`config.mk`:
```
export PLATFORM = sky130hd
export DESIGN_NAME = pipe_hazard_ctrl_flat
export DESIGN_NICKNAME = d
export VERILOG_FILES = /design/src/rtl/pipe_ctrl_pkg.sv /design/src/rtl/pipe_hazard_ctrl_if.sv /design/src/rtl/pipe_hazard_ctrl_load_use_detect.sv /design/src/rtl/pipe_hazard_ctrl.sv /design/src/flat_wrapper.sv
export SDC_FILE = /design/constraint.sdc
export NUM_CORES = 1
export LEC_CHECK = 0
export BUFFER_PORTS_ARGS = -buffer_cell sky130_fd_sc_hd__clkbuf_2
export CORE_MARGIN = 3
export CORE_UTILIZATION = 34
export DETAILED_ROUTE_END_ITERATION = 7
export PLACE_DENSITY = 0.88
export SLEW_MARGIN = 20
export SYNTH_ARGS = -nofsm -noshare
export SYNTH_HDL_FRONTEND = slang
export SYNTH_HIERARCHICAL = 1
export SYNTH_SLANG_ARGS = --single-unit
```
`constraint.sdc`:
```
create_clock -name CLK -period 1.5 [get_ports CLK]
set_input_delay 0.225 -clock CLK [delete_from_list [all_inputs] [get_ports CLK]]
set_output_delay 0.225 -clock CLK [all_outputs]
set_load 0.01 [all_outputs]
```
`src/rtl/pipe_ctrl_pkg.sv`:
```
// Shared encodings and defaults for the pipeline stall/flush sequencer.
package pipe_ctrl_pkg;

    localparam int unsigned STATE_W          = 2;
    localparam int unsigned RCNT_W           = 3;
    localparam int unsigned REDIRECT_CYC_DEF = 2;
    localparam int unsigned CNT_W_DEF        = 32;
    localparam int unsigned REG_W_DEF        = 5;

    typedef enum logic [STATE_W-1:0] {
        RUN       = 2'd0,
        FETCHWAIT = 2'd1,
        REDIRECT  = 2'd2,
        MEMWAIT   = 2'd3
    } ctrl_state_t;

endpackage

```
`src/rtl/pipe_hazard_ctrl_if.sv`:
```
// Hazard/status inputs and stall/flush/redirect outputs of the pipeline sequencer.
interface pipe_hazard_ctrl_if #(
    parameter int unsigned CNT_W = pipe_ctrl_pkg::CNT_W_DEF,
    parameter int unsigned REG_W = pipe_ctrl_pkg::REG_W_DEF
);
    logic [REG_W-1:0]                 ID_Rs;
    logic [REG_W-1:0]                 ID_Rt;
    logic                             ID_UsesRs;
    logic                             ID_UsesRt;
    logic                             EX_MemRead;
    logic [REG_W-1:0]                 EX_Rd;
    logic                             EX_Mispredict;
    logic                             IC_Busy;
    logic                             DC_Busy;

    logic                             STALL_IF;
    logic                             STALL_ID;
    logic                             STALL_EX;
    logic                             STALL_MEM;
    logic                             FLUSH_ID;
    logic                             FLUSH_EX;
    logic                             Redirect_Valid;
    logic [pipe_ctrl_pkg::STATE_W-1:0] Ctrl_State;
    logic [CNT_W-1:0]                 Stall_Cycles;
    logic [CNT_W-1:0]                 Flush_Events;
    logic [CNT_W-1:0]                 LoadUse_Count;

    // Sequencer side
    modport master (
        input  ID_Rs, ID_Rt, ID_UsesRs, ID_UsesRt, EX_MemRead, EX_Rd,
               EX_Mispredict, IC_Busy, DC_Busy,
        output STALL_IF, STALL_ID, STALL_EX, STALL_MEM, FLUSH_ID, FLUSH_EX,
               Redirect_Valid, Ctrl_State, Stall_Cycles, Flush_Events, LoadUse_Count
    );

    // Datapath side
    modport slave (
        output ID_Rs, ID_Rt, ID_UsesRs, ID_UsesRt, EX_MemRead, EX_Rd,
               EX_Mispredict, IC_Busy, DC_Busy,
        input  STALL_IF, STALL_ID, STALL_EX, STALL_MEM, FLUSH_ID, FLUSH_EX,
               Redirect_Valid, Ctrl_State, Stall_Cycles, Flush_Events, LoadUse_Count
    );
endinterface

```
`src/rtl/pipe_hazard_ctrl_load_use_detect.sv`:
```
// Combinational load-use hazard comparator between the load in EX and the instruction in ID.
module load_use_detect #(
    parameter int unsigned REG_W = pipe_ctrl_pkg::REG_W_DEF
) (
    input  logic [REG_W-1:0] id_rs,
    input  logic [REG_W-1:0] id_rt,
    input  logic             id_uses_rs,
    input  logic             id_uses_rt,
    input  logic             ex_mem_read,
    input  logic [REG_W-1:0] ex_rd,
    output logic             hit_c
);
    // r0 is never a real dependency
    assign hit_c = ex_mem_read && (ex_rd != '0) &&
                   ((id_uses_rs && (id_rs == ex_rd)) || (id_uses_rt && (id_rt == ex_rd)));
endmodule

```
`src/rtl/pipe_hazard_ctrl.sv`:
```
// Central stall/flush sequencer for the five-stage pipeline.
// Optional performance counters are built when PIPE_PERF_CNT_EN is defined.
module pipe_hazard_ctrl
    import pipe_ctrl_pkg::*;
#(
    parameter int unsigned REDIRECT_CYC = REDIRECT_CYC_DEF,
    parameter int unsigned CNT_W        = CNT_W_DEF,
    parameter int unsigned REG_W        = REG_W_DEF
) (
    input  logic              CLK,
    input  logic              RESET,
    pipe_hazard_ctrl_if.master bus
);

    ctrl_state_t       state, state_nxt, eff_c;
    logic [RCNT_W-1:0] rcnt, rcnt_nxt;
    logic              ctx_redirect, ctx_nxt;
    logic              lu_hit_c;
    logic              s_if_c, s_id_c, s_ex_c, s_mem_c, f_id_c, f_ex_c, rv_c;

    load_use_detect #(.REG_W(REG_W)) u_lu (
        .id_rs       (bus.ID_Rs),
        .id_rt       (bus.ID_Rt),
        .id_uses_rs  (bus.ID_UsesRs),
        .id_uses_rt  (bus.ID_UsesRt),
        .ex_mem_read (bus.EX_MemRead),
        .ex_rd       (bus.EX_Rd),
        .hit_c       (lu_hit_c)
    );

    // MEMWAIT behaves as the context it interrupted once DC_Busy drops
    assign eff_c = (state == MEMWAIT) ? (ctx_redirect ? REDIRECT : RUN) : state;

    // Priority-ordered hazard response and next-state selection
    always_comb begin
        state_nxt = eff_c;
        rcnt_nxt  = rcnt;
        ctx_nxt   = ctx_redirect;
        s_if_c    = 1'b0;
        s_id_c    = 1'b0;
        s_ex_c    = 1'b0;
        s_mem_c   = 1'b0;
        f_id_c    = 1'b0;
        f_ex_c    = 1'b0;
        rv_c      = 1'b0;
        if (bus.DC_Busy) begin
            {s_if_c, s_id_c, s_ex_c, s_mem_c} = 4'b1111;
            state_nxt = MEMWAIT;
            ctx_nxt   = (eff_c == REDIRECT);
        end else if (eff_c == REDIRECT) begin
            f_id_c = 1'b1;
            if (bus.IC_Busy) begin
                s_if_c = 1'b1;
            end else begin
                rcnt_nxt = (rcnt != '0) ? rcnt - RCNT_W'(1) : rcnt;
                if (rcnt <= RCNT_W'(1)) state_nxt = RUN;
            end
        end else if (bus.EX_Mispredict) begin
            f_id_c    = 1'b1;
            f_ex_c    = 1'b1;
            rv_c      = 1'b1;
            rcnt_nxt  = RCNT_W'(REDIRECT_CYC - 1);
            state_nxt = (REDIRECT_CYC > 1) ? REDIRECT : RUN;
        end else if (lu_hit_c) begin
            s_if_c = 1'b1;
            s_id_c = 1'b1;
            f_ex_c = 1'b1;
        end else if (bus.IC_Busy) begin
            s_if_c    = 1'b1;
            f_id_c    = 1'b1;
            state_nxt = FETCHWAIT;
        end else begin
            state_nxt = RUN;
        end
    end

    always_ff @(posedge CLK or posedge RESET) begin
        if (RESET) begin
            state        <= RUN;
            rcnt         <= '0;
            ctx_redirect <= 1'b0;
        end else begin
            state        <= state_nxt;
            rcnt         <= rcnt_nxt;
            ctx_redirect <= ctx_nxt;
        end
    end

    // Control nets are forced quiet while reset is held
    assign bus.STALL_IF       = s_if_c  & ~RESET;
    assign bus.STALL_ID       = s_id_c  & ~RESET;
    assign bus.STALL_EX       = s_ex_c  & ~RESET;
    assign bus.STALL_MEM      = s_mem_c & ~RESET;
    assign bus.FLUSH_ID       = f_id_c  & ~RESET;
    assign bus.FLUSH_EX       = f_ex_c  & ~RESET;
    assign bus.Redirect_Valid = rv_c    & ~RESET;
    assign bus.Ctrl_State     = state;

`ifdef PIPE_PERF_CNT_EN
    logic [CNT_W-1:0] stall_cnt, flush_cnt, lu_cnt;
    logic             mp_acc_c, lu_acc_c;

    assign mp_acc_c = ~bus.DC_Busy & (eff_c != REDIRECT) & bus.EX_Mispredict;
    assign lu_acc_c = ~bus.DC_Busy & (eff_c != REDIRECT) & ~bus.EX_Mispredict & lu_hit_c;

    // Saturating event counters
    always_ff @(posedge CLK or posedge RESET) begin
        if (RESET) begin
            stall_cnt <= '0;
            flush_cnt <= '0;
            lu_cnt    <= '0;
        end else begin
            if (s_if_c   && (stall_cnt != '1)) stall_cnt <= stall_cnt + CNT_W'(1);
            if (mp_acc_c && (flush_cnt != '1)) flush_cnt <= flush_cnt + CNT_W'(1);
            if (lu_acc_c && (lu_cnt    != '1)) lu_cnt    <= lu_cnt    + CNT_W'(1);
        end
    end

    assign bus.Stall_Cycles  = stall_cnt;
    assign bus.Flush_Events  = flush_cnt;
    assign bus.LoadUse_Count = lu_cnt;
`else
    assign bus.Stall_Cycles  = CNT_W'(0);
    assign bus.Flush_Events  = CNT_W'(0);
    assign bus.LoadUse_Count = CNT_W'(0);
`endif

endmodule
```
`src/flat_wrapper.sv`:
```
// flat-port wrapper written by rule: the top's interface ports become plain ports
module pipe_hazard_ctrl_flat import pipe_ctrl_pkg::*;
#(
    parameter int unsigned REDIRECT_CYC = REDIRECT_CYC_DEF,
    parameter int unsigned CNT_W        = CNT_W_DEF,
    parameter int unsigned REG_W        = REG_W_DEF
)
  (CLK, RESET, bus_ID_Rs, bus_ID_Rt, bus_ID_UsesRs, bus_ID_UsesRt, bus_EX_MemRead, bus_EX_Rd, bus_EX_Mispredict, bus_IC_Busy, bus_DC_Busy, bus_STALL_IF, bus_STALL_ID, bus_STALL_EX, bus_STALL_MEM, bus_FLUSH_ID, bus_FLUSH_EX, bus_Redirect_Valid, bus_Ctrl_State, bus_Stall_Cycles, bus_Flush_Events, bus_LoadUse_Count);
  pipe_hazard_ctrl_if #(.CNT_W(CNT_W), .REG_W(REG_W)) bus_i ();
  input  logic CLK;
  input  logic RESET;
  input wire logic [$bits(bus_i.ID_Rs)-1:0] bus_ID_Rs;
  input wire logic [$bits(bus_i.ID_Rt)-1:0] bus_ID_Rt;
  input wire logic [$bits(bus_i.ID_UsesRs)-1:0] bus_ID_UsesRs;
  input wire logic [$bits(bus_i.ID_UsesRt)-1:0] bus_ID_UsesRt;
  input wire logic [$bits(bus_i.EX_MemRead)-1:0] bus_EX_MemRead;
  input wire logic [$bits(bus_i.EX_Rd)-1:0] bus_EX_Rd;
  input wire logic [$bits(bus_i.EX_Mispredict)-1:0] bus_EX_Mispredict;
  input wire logic [$bits(bus_i.IC_Busy)-1:0] bus_IC_Busy;
  input wire logic [$bits(bus_i.DC_Busy)-1:0] bus_DC_Busy;
  output wire logic [$bits(bus_i.STALL_IF)-1:0] bus_STALL_IF;
  output wire logic [$bits(bus_i.STALL_ID)-1:0] bus_STALL_ID;
  output wire logic [$bits(bus_i.STALL_EX)-1:0] bus_STALL_EX;
  output wire logic [$bits(bus_i.STALL_MEM)-1:0] bus_STALL_MEM;
  output wire logic [$bits(bus_i.FLUSH_ID)-1:0] bus_FLUSH_ID;
  output wire logic [$bits(bus_i.FLUSH_EX)-1:0] bus_FLUSH_EX;
  output wire logic [$bits(bus_i.Redirect_Valid)-1:0] bus_Redirect_Valid;
  output wire logic [$bits(bus_i.Ctrl_State)-1:0] bus_Ctrl_State;
  output wire logic [$bits(bus_i.Stall_Cycles)-1:0] bus_Stall_Cycles;
  output wire logic [$bits(bus_i.Flush_Events)-1:0] bus_Flush_Events;
  output wire logic [$bits(bus_i.LoadUse_Count)-1:0] bus_LoadUse_Count;
  assign bus_i.ID_Rs = bus_ID_Rs;
  assign bus_i.ID_Rt = bus_ID_Rt;
  assign bus_i.ID_UsesRs = bus_ID_UsesRs;
  assign bus_i.ID_UsesRt = bus_ID_UsesRt;
  assign bus_i.EX_MemRead = bus_EX_MemRead;
  assign bus_i.EX_Rd = bus_EX_Rd;
  assign bus_i.EX_Mispredict = bus_EX_Mispredict;
  assign bus_i.IC_Busy = bus_IC_Busy;
  assign bus_i.DC_Busy = bus_DC_Busy;
  assign bus_STALL_IF = bus_i.STALL_IF;
  assign bus_STALL_ID = bus_i.STALL_ID;
  assign bus_STALL_EX = bus_i.STALL_EX;
  assign bus_STALL_MEM = bus_i.STALL_MEM;
  assign bus_FLUSH_ID = bus_i.FLUSH_ID;
  assign bus_FLUSH_EX = bus_i.FLUSH_EX;
  assign bus_Redirect_Valid = bus_i.Redirect_Valid;
  assign bus_Ctrl_State = bus_i.Ctrl_State;
  assign bus_Stall_Cycles = bus_i.Stall_Cycles;
  assign bus_Flush_Events = bus_i.Flush_Events;
  assign bus_LoadUse_Count = bus_i.LoadUse_Count;
  pipe_hazard_ctrl #(.REDIRECT_CYC(REDIRECT_CYC), .CNT_W(CNT_W), .REG_W(REG_W)) u_core (.CLK(CLK), .RESET(RESET), .bus(bus_i));
endmodule
```
# Word-level counts from Yosys, hierarchy flattened
# Cells that the tools add are included.
dict set report totals {
  elab_cells 61
  input_bits 23
  ff_bits 6
}
dict set report op_classes {
  add_sub_neg 1
  n_reduce_logical 9
  n_eq_ne 6
  n_bitwise 8
  mux 33
  magnitude_cmp 1
}
# op n
set ops {}
lappend ops {{1-bit 2-to-1 mux} 21}
lappend ops {{2-bit 2-to-1 mux} 8}
lappend ops {{3-bit 2-to-1 mux} 4}
lappend ops {{5-bit equality test} 2}
lappend ops {{1-bit AND} 6}
lappend ops {{5-bit nonzero test} 1}
lappend ops {{2-bit equality test, second input constant} 2}
lappend ops {{1-bit logical AND} 4}
lappend ops {{2-bit != test, second input constant} 2}
lappend ops {{4-bit AND reduction} 1}
lappend ops {{3-bit by 1-bit <= comparator with 1-bit output, second input constant} 1}
lappend ops {{3-bit nonzero test} 1}
lappend ops {{3-bit by 1-bit subtractor with 3-bit output, second input constant} 1}
lappend ops {{1-bit NOT} 2}
lappend ops {{2-bit nonzero test} 1}
lappend ops {{1-bit logical OR} 1}

# Logic depth before layout (Yosys ltp)
# Gate-level depths: netlist of the first run.
dict set report depth {
  depth_word 9
  ltp_mapped 7
  depth_no_buf 7
}

# Modules after synthesis
# The synthesis of the first run kept the hierarchy.
# module cells_each n_inst area_per_inst_um2
set modules_own_cells {}
lappend modules_own_cells {pipe_hazard_ctrl 149 1 1213.7}
lappend modules_own_cells {load_use_detect 17 1 133.9}

# Least setup slack after synthesis of the first run
# No wires, ideal clock.
dict set report synth_path {
  path_type {input -> output}
  startpoint {input bus_EX_Rd[0]}
  endpoint {output bus_STALL_IF}
  arrival_time_ps 1486
  setup_slack_ps -211
  n_path_buf 0
  stages 6
  cell_sequence {xor2_1 -> nor4_2 -> nand3_1 -> a21oi_1 -> o21ai_0 -> a221oi_1}
}
dict set report synth_between {
  elab_chain_len 9
}
# item line_no
set synth_lines {}
lappend synth_lines {{from (decl)} flat_wrapper.sv:17} ;# input wire logic [$bits(bus_i.EX_Rd)-1:0] bus_EX_Rd;
lappend synth_lines {{5-bit equality test} pipe_hazard_ctrl_load_use_detect.sv:15} ;# ((id_uses_rs && (id_rs == ex_rd)) || (id_uses_rt && (id_rt == ex_rd)));
lappend synth_lines {{1-bit logical AND} pipe_hazard_ctrl_load_use_detect.sv:15}
lappend synth_lines {{1-bit logical OR} pipe_hazard_ctrl_load_use_detect.sv:15}
lappend synth_lines {{1-bit logical AND *} pipe_hazard_ctrl_load_use_detect.sv:14} ;# assign hit_c = ex_mem_read && (ex_rd != '0) &&
lappend synth_lines {{via u_core.lu_hit_c} pipe_hazard_ctrl.sv:18} ;# logic lu_hit_c;
lappend synth_lines {{1-bit 2-to-1 mux *} pipe_hazard_ctrl.sv:64} ;# end else if (lu_hit_c) begin
lappend synth_lines {{1-bit 2-to-1 mux *} pipe_hazard_ctrl.sv:58} ;# end else if (bus.EX_Mispredict) begin
lappend synth_lines {{1-bit 2-to-1 mux *} pipe_hazard_ctrl.sv:50} ;# end else if (eff_c == REDIRECT) begin
lappend synth_lines {{1-bit 2-to-1 mux *} pipe_hazard_ctrl.sv:46} ;# if (bus.DC_Busy) begin
lappend synth_lines {{1-bit AND *} pipe_hazard_ctrl.sv:90} ;# assign bus.STALL_IF = s_if_c & ~RESET;
lappend synth_lines {{to (decl)} flat_wrapper.sv:21} ;# output wire logic [$bits(bus_i.STALL_IF)-1:0] bus_STALL_IF;
# Mark *: on every way through the listed nets, which the timed path passes. The rest lies on a longest branch.

# Worst setup path after layout of the first run
dict set report layout_path {
  startpoint {input bus_EX_Rd[3]}
  endpoint {output bus_STALL_IF}
}
# The elaborated chain is that of the path after synthesis.

==> results by group, run 1 <==
Layout
  • Most common cell after layout, fill and taps aside: conb_1
  • Reg area: 150 sq um
  • Layout cells sized above 1: 31.7%
  • Fillers: 409
  • Multi-input gate area: 895 sq um
  • Fin area: 1460 sq um
  • Antenna Cells: 0
  • Synth-to-Final Area Change: 8.45%
  • Nets: 236
  • Most frequent cells in the layout: conb_1 (96), clkbuf_2 (22), buf_4 (8)

Global routing
  • First-pass GRT wire length: 3360 um
  • Initial antenna violation count: 0
  • Grt ovf: 0
  • Number of global-route vias before repair: 778
  • Largest net degree at the start of global routing: 11
  • All-layer global routing usage: 9.48%

Flow run
  • Max-cap check violation count: 0

Critical path
  • R2R Path End: u_core/rcnt[1]
  • Crit path required time: 1270 ps
  • Crit end category: output pin
  • Worst Path Arrival: 1720 ps
  • Slowest cell delay on critical path: 270 ps
  • CP Cell Sequence: clkbuf_8 -> xor2_1 -> nor4_2 -> nand3_1 -> a21oi_4 -> o21ai_2 -> a221oi_2 -> buf_2
  • Crit path launch type: primary input
  • Slowest cell on the critical path: nor4_2
  • R2R depth: 5
  • R2r setup slk: 50 ps
  • Crit-path max FO: 4
  • Worst reg2reg startpoint: u_core/rcnt[1]
  • WS Path Type: in -> out

Die
  • Die Height: 69.0 um
  • Die ar.: 4750 sq um
  • Die width: 69.0 um
  • # IOs: 128
  • Core area: 3740 sq um
  • Initial Util: 36.0%
  • Site Rows: 22

Status
  • Outcome: finished, violations left
  • Failing checks: negative setup slack

Placed design
  • Final HPWL DP: 2170 um
  • PortBufs: 31
  • Area post-placement: 1270 sq um
  • Dpl ws: -455 ps
  • Placer Congestion: 0.813

Clock tree
  • CTS buffer count: 3
  • Clock Latency Late Sink: 220 ps
  • TritonCTS Sinks: 6
  • CTS tree: done
  • Max Buffers Root-to-Sink: 2
  • CTS HTree Levels: 1
  • CTS root buf: clkbuf_8
  • Clk slew on worst S/H paths: 30 ps

Detailed routing
  • Average routed wire per standard cell: 10.5 um
  • DRT antenna net count: 0
  • DR vias: 968
  • 1st-iter DRT viols: 39
  • Via-to-Cell Ratio: 3.78
  • Drt drc: 0
  • DRT Pass-1 Iters: 4
  • Detailed Route WL: 2690 um

Logic synthesis
  • Synth Cell Area: 1350 sq um
  • Flops & latches, synth: 6
  • Largest area contributor in the netlist: buf_4
  • Distinct cells, synth: 41
  • Register area share after synthesis: 11.1%
  • EDFF count, synth: 0
  • Synthesized area per cell: 8.12 sq um
  • Mapped Cells: 166
  • Synth area leaders: buf_4 (54%), dfrtp_1 (11%), xor2_1 (5.2%)
  • Dominant synthesized flop cell: dfrtp_1
  • Synth top area share: 54.0%
  • Synth Warn #: 6
  • Asr flop ratio synth: 100%

Power
  • Total Power: 1.29 mW
  • Power Density: 885 nW/um^2
  • Max VDD drop: 0.285 mV
  • Static leakage: 0.801 nW

STA
  • Period utilisation layout: 129%
  • Min Tclk post-route: 1940 ps
  • Setup TNS: -1750 ps
  • RSZ-0062 raised after global routing: yes
  • Fmax: 0.515 GHz
  • Slew Viols, Final: 0
  • Clock skew: 4.14 ps
  • Final hold vios: 0
  • Final setup margin: -440 ps
  • Final Setup Violations: 5

Hold path
  • Worst min path class: in -> async
==> cell usage after synthesis, types with 2 or more instances <==
cell     count
nor3_1       4
xnor2_1      2
nand3_1      2
inv_1        4
a21oi_1      2
xor2_1       8
ha_1         3
dfrtp_1      6
nor2_1       4
buf_4       97
a32oi_1      2
nor4_1       2
nand2_1      2
==> metal layers <==
layer,GRT usage [%],share of wire (%)
met5,0,0
met4,2.92,0.30
met3,2.27,14
met2,19.4,58
met1,9.06,27
==> critical path: cells and delay by family <==
family | cells | cell delay, ps
AND/OR/NAND/NOR | 2 | 440
XOR/XNOR | 1 | 170
buffers and inverters | 2 | 290
AO/OA/AOI/OAI | 3 | 590
==> final cells by class <==
class                      count  area share (%)
sequential                     6            10.3
clock buffer                   3            2.83
timing repair buffer          42            20.3
tap                           48            4.11
inverter                       5            1.28
multi-input combinational    152            61.2
==> logic make-up (layout without fill, tap and decap cells) <==
kind of cell / after synthesis / after routing / synth area share (%)
flops: 6 / 6 / 11.1
fa+ha+maj: 3 / 3 / 2.79
compound gates: 17 / 17 / 10.2
simple gates: 24 / 24 / 11.2
mux: 2 / 2 / 1.58
other cells: 1 / 96 / 0.278
buf+inv: 103 / 50 / 56.3
xor+xnor: 10 / 10 / 6.50
==> how the worst max path moves through the flow <==
| stage | startpoint | end | cells after the start |
|---|---|---|---|
| after detailed placement | bus_EX_Rd[1] | bus_STALL_IF | 8 |
| after floorplan | bus_EX_Rd[1] | bus_STALL_IF | 6 |
| after global routing | bus_ID_Rt[1] | bus_STALL_IF | 8 |
| final | bus_EX_Rd[3] | bus_STALL_IF | 8 |
| after global placement | bus_EX_Rd[1] | bus_STALL_IF | 8 |
| after CTS | bus_EX_Rd[0] | bus_STALL_IF | 8 |
==> timing repair <==
item / 4_1_cts / 5_1_grt
hold buffers: 1 / 0
buffers inserted: 1 / 2
setup endpoints to repair: 6 / 7
pin swaps: 10 / 8
endpoints found under the hold margin: 3 / 0
gates resized for setup: 10 / 18
==> flip-flops by register name, summed over array words and instances, names as in the netlist <==
signal,count
u_core/rcnt,3
u_core/ctx_redirect,1
u_core/bus.Ctrl_State,2
==> metrics by stage <==
step | hold WS [ps] | utilization (%) | std cells
3_3_place_gp | 219 | 33.9 | 249
3_5_place_dp | 221 | 33.9 | 249
4_1_cts | 117 | 37.0 | 254
5_1_grt | 164 | 39.0 | 256
6_report | 129 | 39.0 | 256
2_1_floorplan | 29.7 | - | 261
==> report_power, final <==
group	leakage, nW	switching [mW]	internal, mW	total (mW)
registers	0.0670	0.0822	0.228	0.310
clock network	0.0216	0.0705	0.172	0.243
logic	0.713	0.425	0.315	0.740
(Power assumes the default switching activity.)
==> run 2: changes to the inputs <==
--- a/config.mk
+++ b/config.mk
@@ -8,6 +8,7 @@
 export BUFFER_PORTS_ARGS = -buffer_cell sky130_fd_sc_hd__clkbuf_2
 export CORE_MARGIN = 3
 export CORE_UTILIZATION = 34
+export CTS_BUF_LIST = sky130_fd_sc_hd__clkbuf_16
 export DETAILED_ROUTE_END_ITERATION = 7
 export PLACE_DENSITY = 0.88
 export SLEW_MARGIN = 20
==> constraint.sdc (replaced) <==
create_clock -name CLK -period 1.5 [get_ports CLK]
set_input_delay 0.15 -clock CLK [delete_from_list [all_inputs] [get_ports CLK]]
set_output_delay 0.15 -clock CLK [all_outputs]
set_load 0.01 [all_outputs]
==> results by group, run 2 (same netlist as run 1, synthesis figures left out) <==
Status
  • Outcome: finished, violations left
  • Failing checks: negative setup slack

Critical path
  • WS Path Type: in -> out
  • Crit path launch type: primary input
  • Most used cell, CP: buf_4
  • R2r setup slk: 70 ps
  • WP buf/inv: 4
  • Crit path required time: 1350 ps
  • Slowest cell on the critical path: or4_4
  • Crit-path max FO: 4
  • CP Cell Sequence: buf_8 -> or4_4 -> o21ai_2 -> a21oi_2 -> buf_4 -> buf_4 -> a31o_4 -> buf_6
  • R2R Path End: u_core/rcnt[1]
  • Worst reg2reg startpoint: u_core/rcnt[1]
  • R2R depth: 5
  • Worst Path Arrival: 1580 ps
  • Slowest cell delay on critical path: 520 ps
  • Crit end category: output pin
  • CP top delay family: simple AND/OR/NAND/NOR gates

Power
  • Power Density: 1010 nW/um^2
  • Total Power: 1.41 mW
  • Max VDD drop: 0.389 mV
  • Static leakage: 0.776 nW

Clock tree
  • CTS tree: done
  • CTS root buf: clkbuf_16
  • Clk slew on worst S/H paths: 30 ps
  • Max Buffers Root-to-Sink: 2
  • Clock Latency Late Sink: 230 ps
  • CTS HTree Levels: 1
  • TritonCTS Sinks: 6
  • CTS buffer count: 3

STA
  • RSZ-0062 raised after global routing: yes
  • Min Tclk post-route: 1730 ps
  • Final setup margin: -233 ps
  • Slew Viols, Final: 0
  • Setup TNS: -758 ps
  • Final Setup Violations: 4
  • Final hold vios: 0
  • Period utilisation layout: 116%
  • Clock skew: 0.246 ps
  • Fmax: 0.577 GHz

Global routing
  • All-layer global routing usage: 9.86%
  • First-pass GRT wire length: 3370 um
  • Grt ovf: 0
  • Number of global-route vias before repair: 689
  • Largest net degree at the start of global routing: 11
  • Initial antenna violation count: 0

Hold path
  • Worst min path class: in -> reg
  • Hold Crit Start: bus_EX_Mispredict
  • Number of cells on the worst hold path: 2
  • Hold EP: u_core/bus.Ctrl_State[0]

Detailed routing
  • DRT antenna net count: 0
  • Routed wl met2: 1360 um
  • Drt drc: 0
  • 1st-iter DRT viols: 53
  • Top layer in use: met4
  • DR vias: 927
  • DRT Pass-1 Iters: 4
  • Routed metal-1 wire length: 778 um
  • Average routed wire per standard cell: 10.2 um
  • Via-to-Cell Ratio: 3.69
  • Detailed Route WL: 2570 um
  • Met3 WL: 372 um

Placed design
  • PortBufs: 31
  • Placer Congestion: 0.828
  • Final HPWL DP: 2100 um

Layout
  • Fillers: 417
  • Most common cell after layout, fill and taps aside: conb_1
  • Nets: 231
  • Synth-to-Final Area Change: 4.27%
  • Most flop-heavy register: u_core/rcnt
  • Layout cells sized above 1: 28.6%
  • Antenna Cells: 0
  • Most frequent cells in the layout: conb_1 (96), clkbuf_2 (22), xor2_1 (7)
  • Max reg flops: 3

Die
  • Die ar.: 4750 sq um
  • Initial Util: 36.0%
  • Die Height: 69.0 um
  • Core area: 3740 sq um
  • Die width: 69.0 um
  • # IOs: 128
  • Site Rows: 22

Flow run
  • Max-cap check violation count: 0
## run 2: per-stage QoR
step                      worst slack (ps)  util [%]  hold WS [ps]  area [sq um]  instances
final                                 -233      37.5           275          1410        251
after global routing                  -321      37.5           325          1410        251
after CTS                             -204      35.8           271          1340        249
after detailed placement              -333      32.4           159          1210        245
after global placement                -313      32.4           147          1210        245
after floorplan                       5.76         -         -45.3          1720        261
## run 2: how the worst max path moves through the flow
stage,startpoint,endpoint,cells past startpoint
floorplan,bus_EX_Rd[0],bus_STALL_IF,6
global placement,bus_EX_Rd[0],bus_STALL_IF,8
detailed placement,bus_EX_Rd[0],bus_STALL_IF,8
CTS,bus_EX_Rd[1],bus_FLUSH_EX,9
global route,bus_ID_Rs[0],bus_FLUSH_EX,9
finish,bus_EX_Rd[3],bus_STALL_ID,8
## run 2: final cells by class
type / count / area (sq um) / area share, %
inverters: 5 / 18.8 / 1.34
repair buffers: 37 / 250 / 17.8
flip-flops and latches: 6 / 150 / 10.7
clock buffers: 3 / 75.1 / 5.34
well taps: 48 / 60.1 / 4.27
multi-input cells: 152 / 851 / 60.6
## run 2: power breakdown
part	internal, mW	switching (mW)	total (mW)
Sequential	0.228	0.0754	0.303
Combinational	0.276	0.395	0.671
Clock	0.343	0.0970	0.440
## run 2: worst register-to-register path: cells and delay by family (launching register included)
| kind | cells | cell delay, ps |
|---|---|---|
| AOI/OAI and AO/OA | 2 | 510 |
| adders and majority gates | 1 | 170 |
| buffers and inverters | 1 | 70 |
| DFF | 1 | 400 |
| and+or+nand+nor | 1 | 170 |
## run 2: timing repair
item,CTS,global route
buffers inserted,0,2
hold endpoints to repair,6,0
pin swaps,5,8
hold buffers,1,0
resized for setup,7,19
endpoints found under the setup margin,4,7
## run 2: routing by layer
layer,up-vias,track usage (%)
li1,431,-
met1,422,9.76
met2,69,16.9
met3,5,4.38
met4,0,5.84
met5,-,0
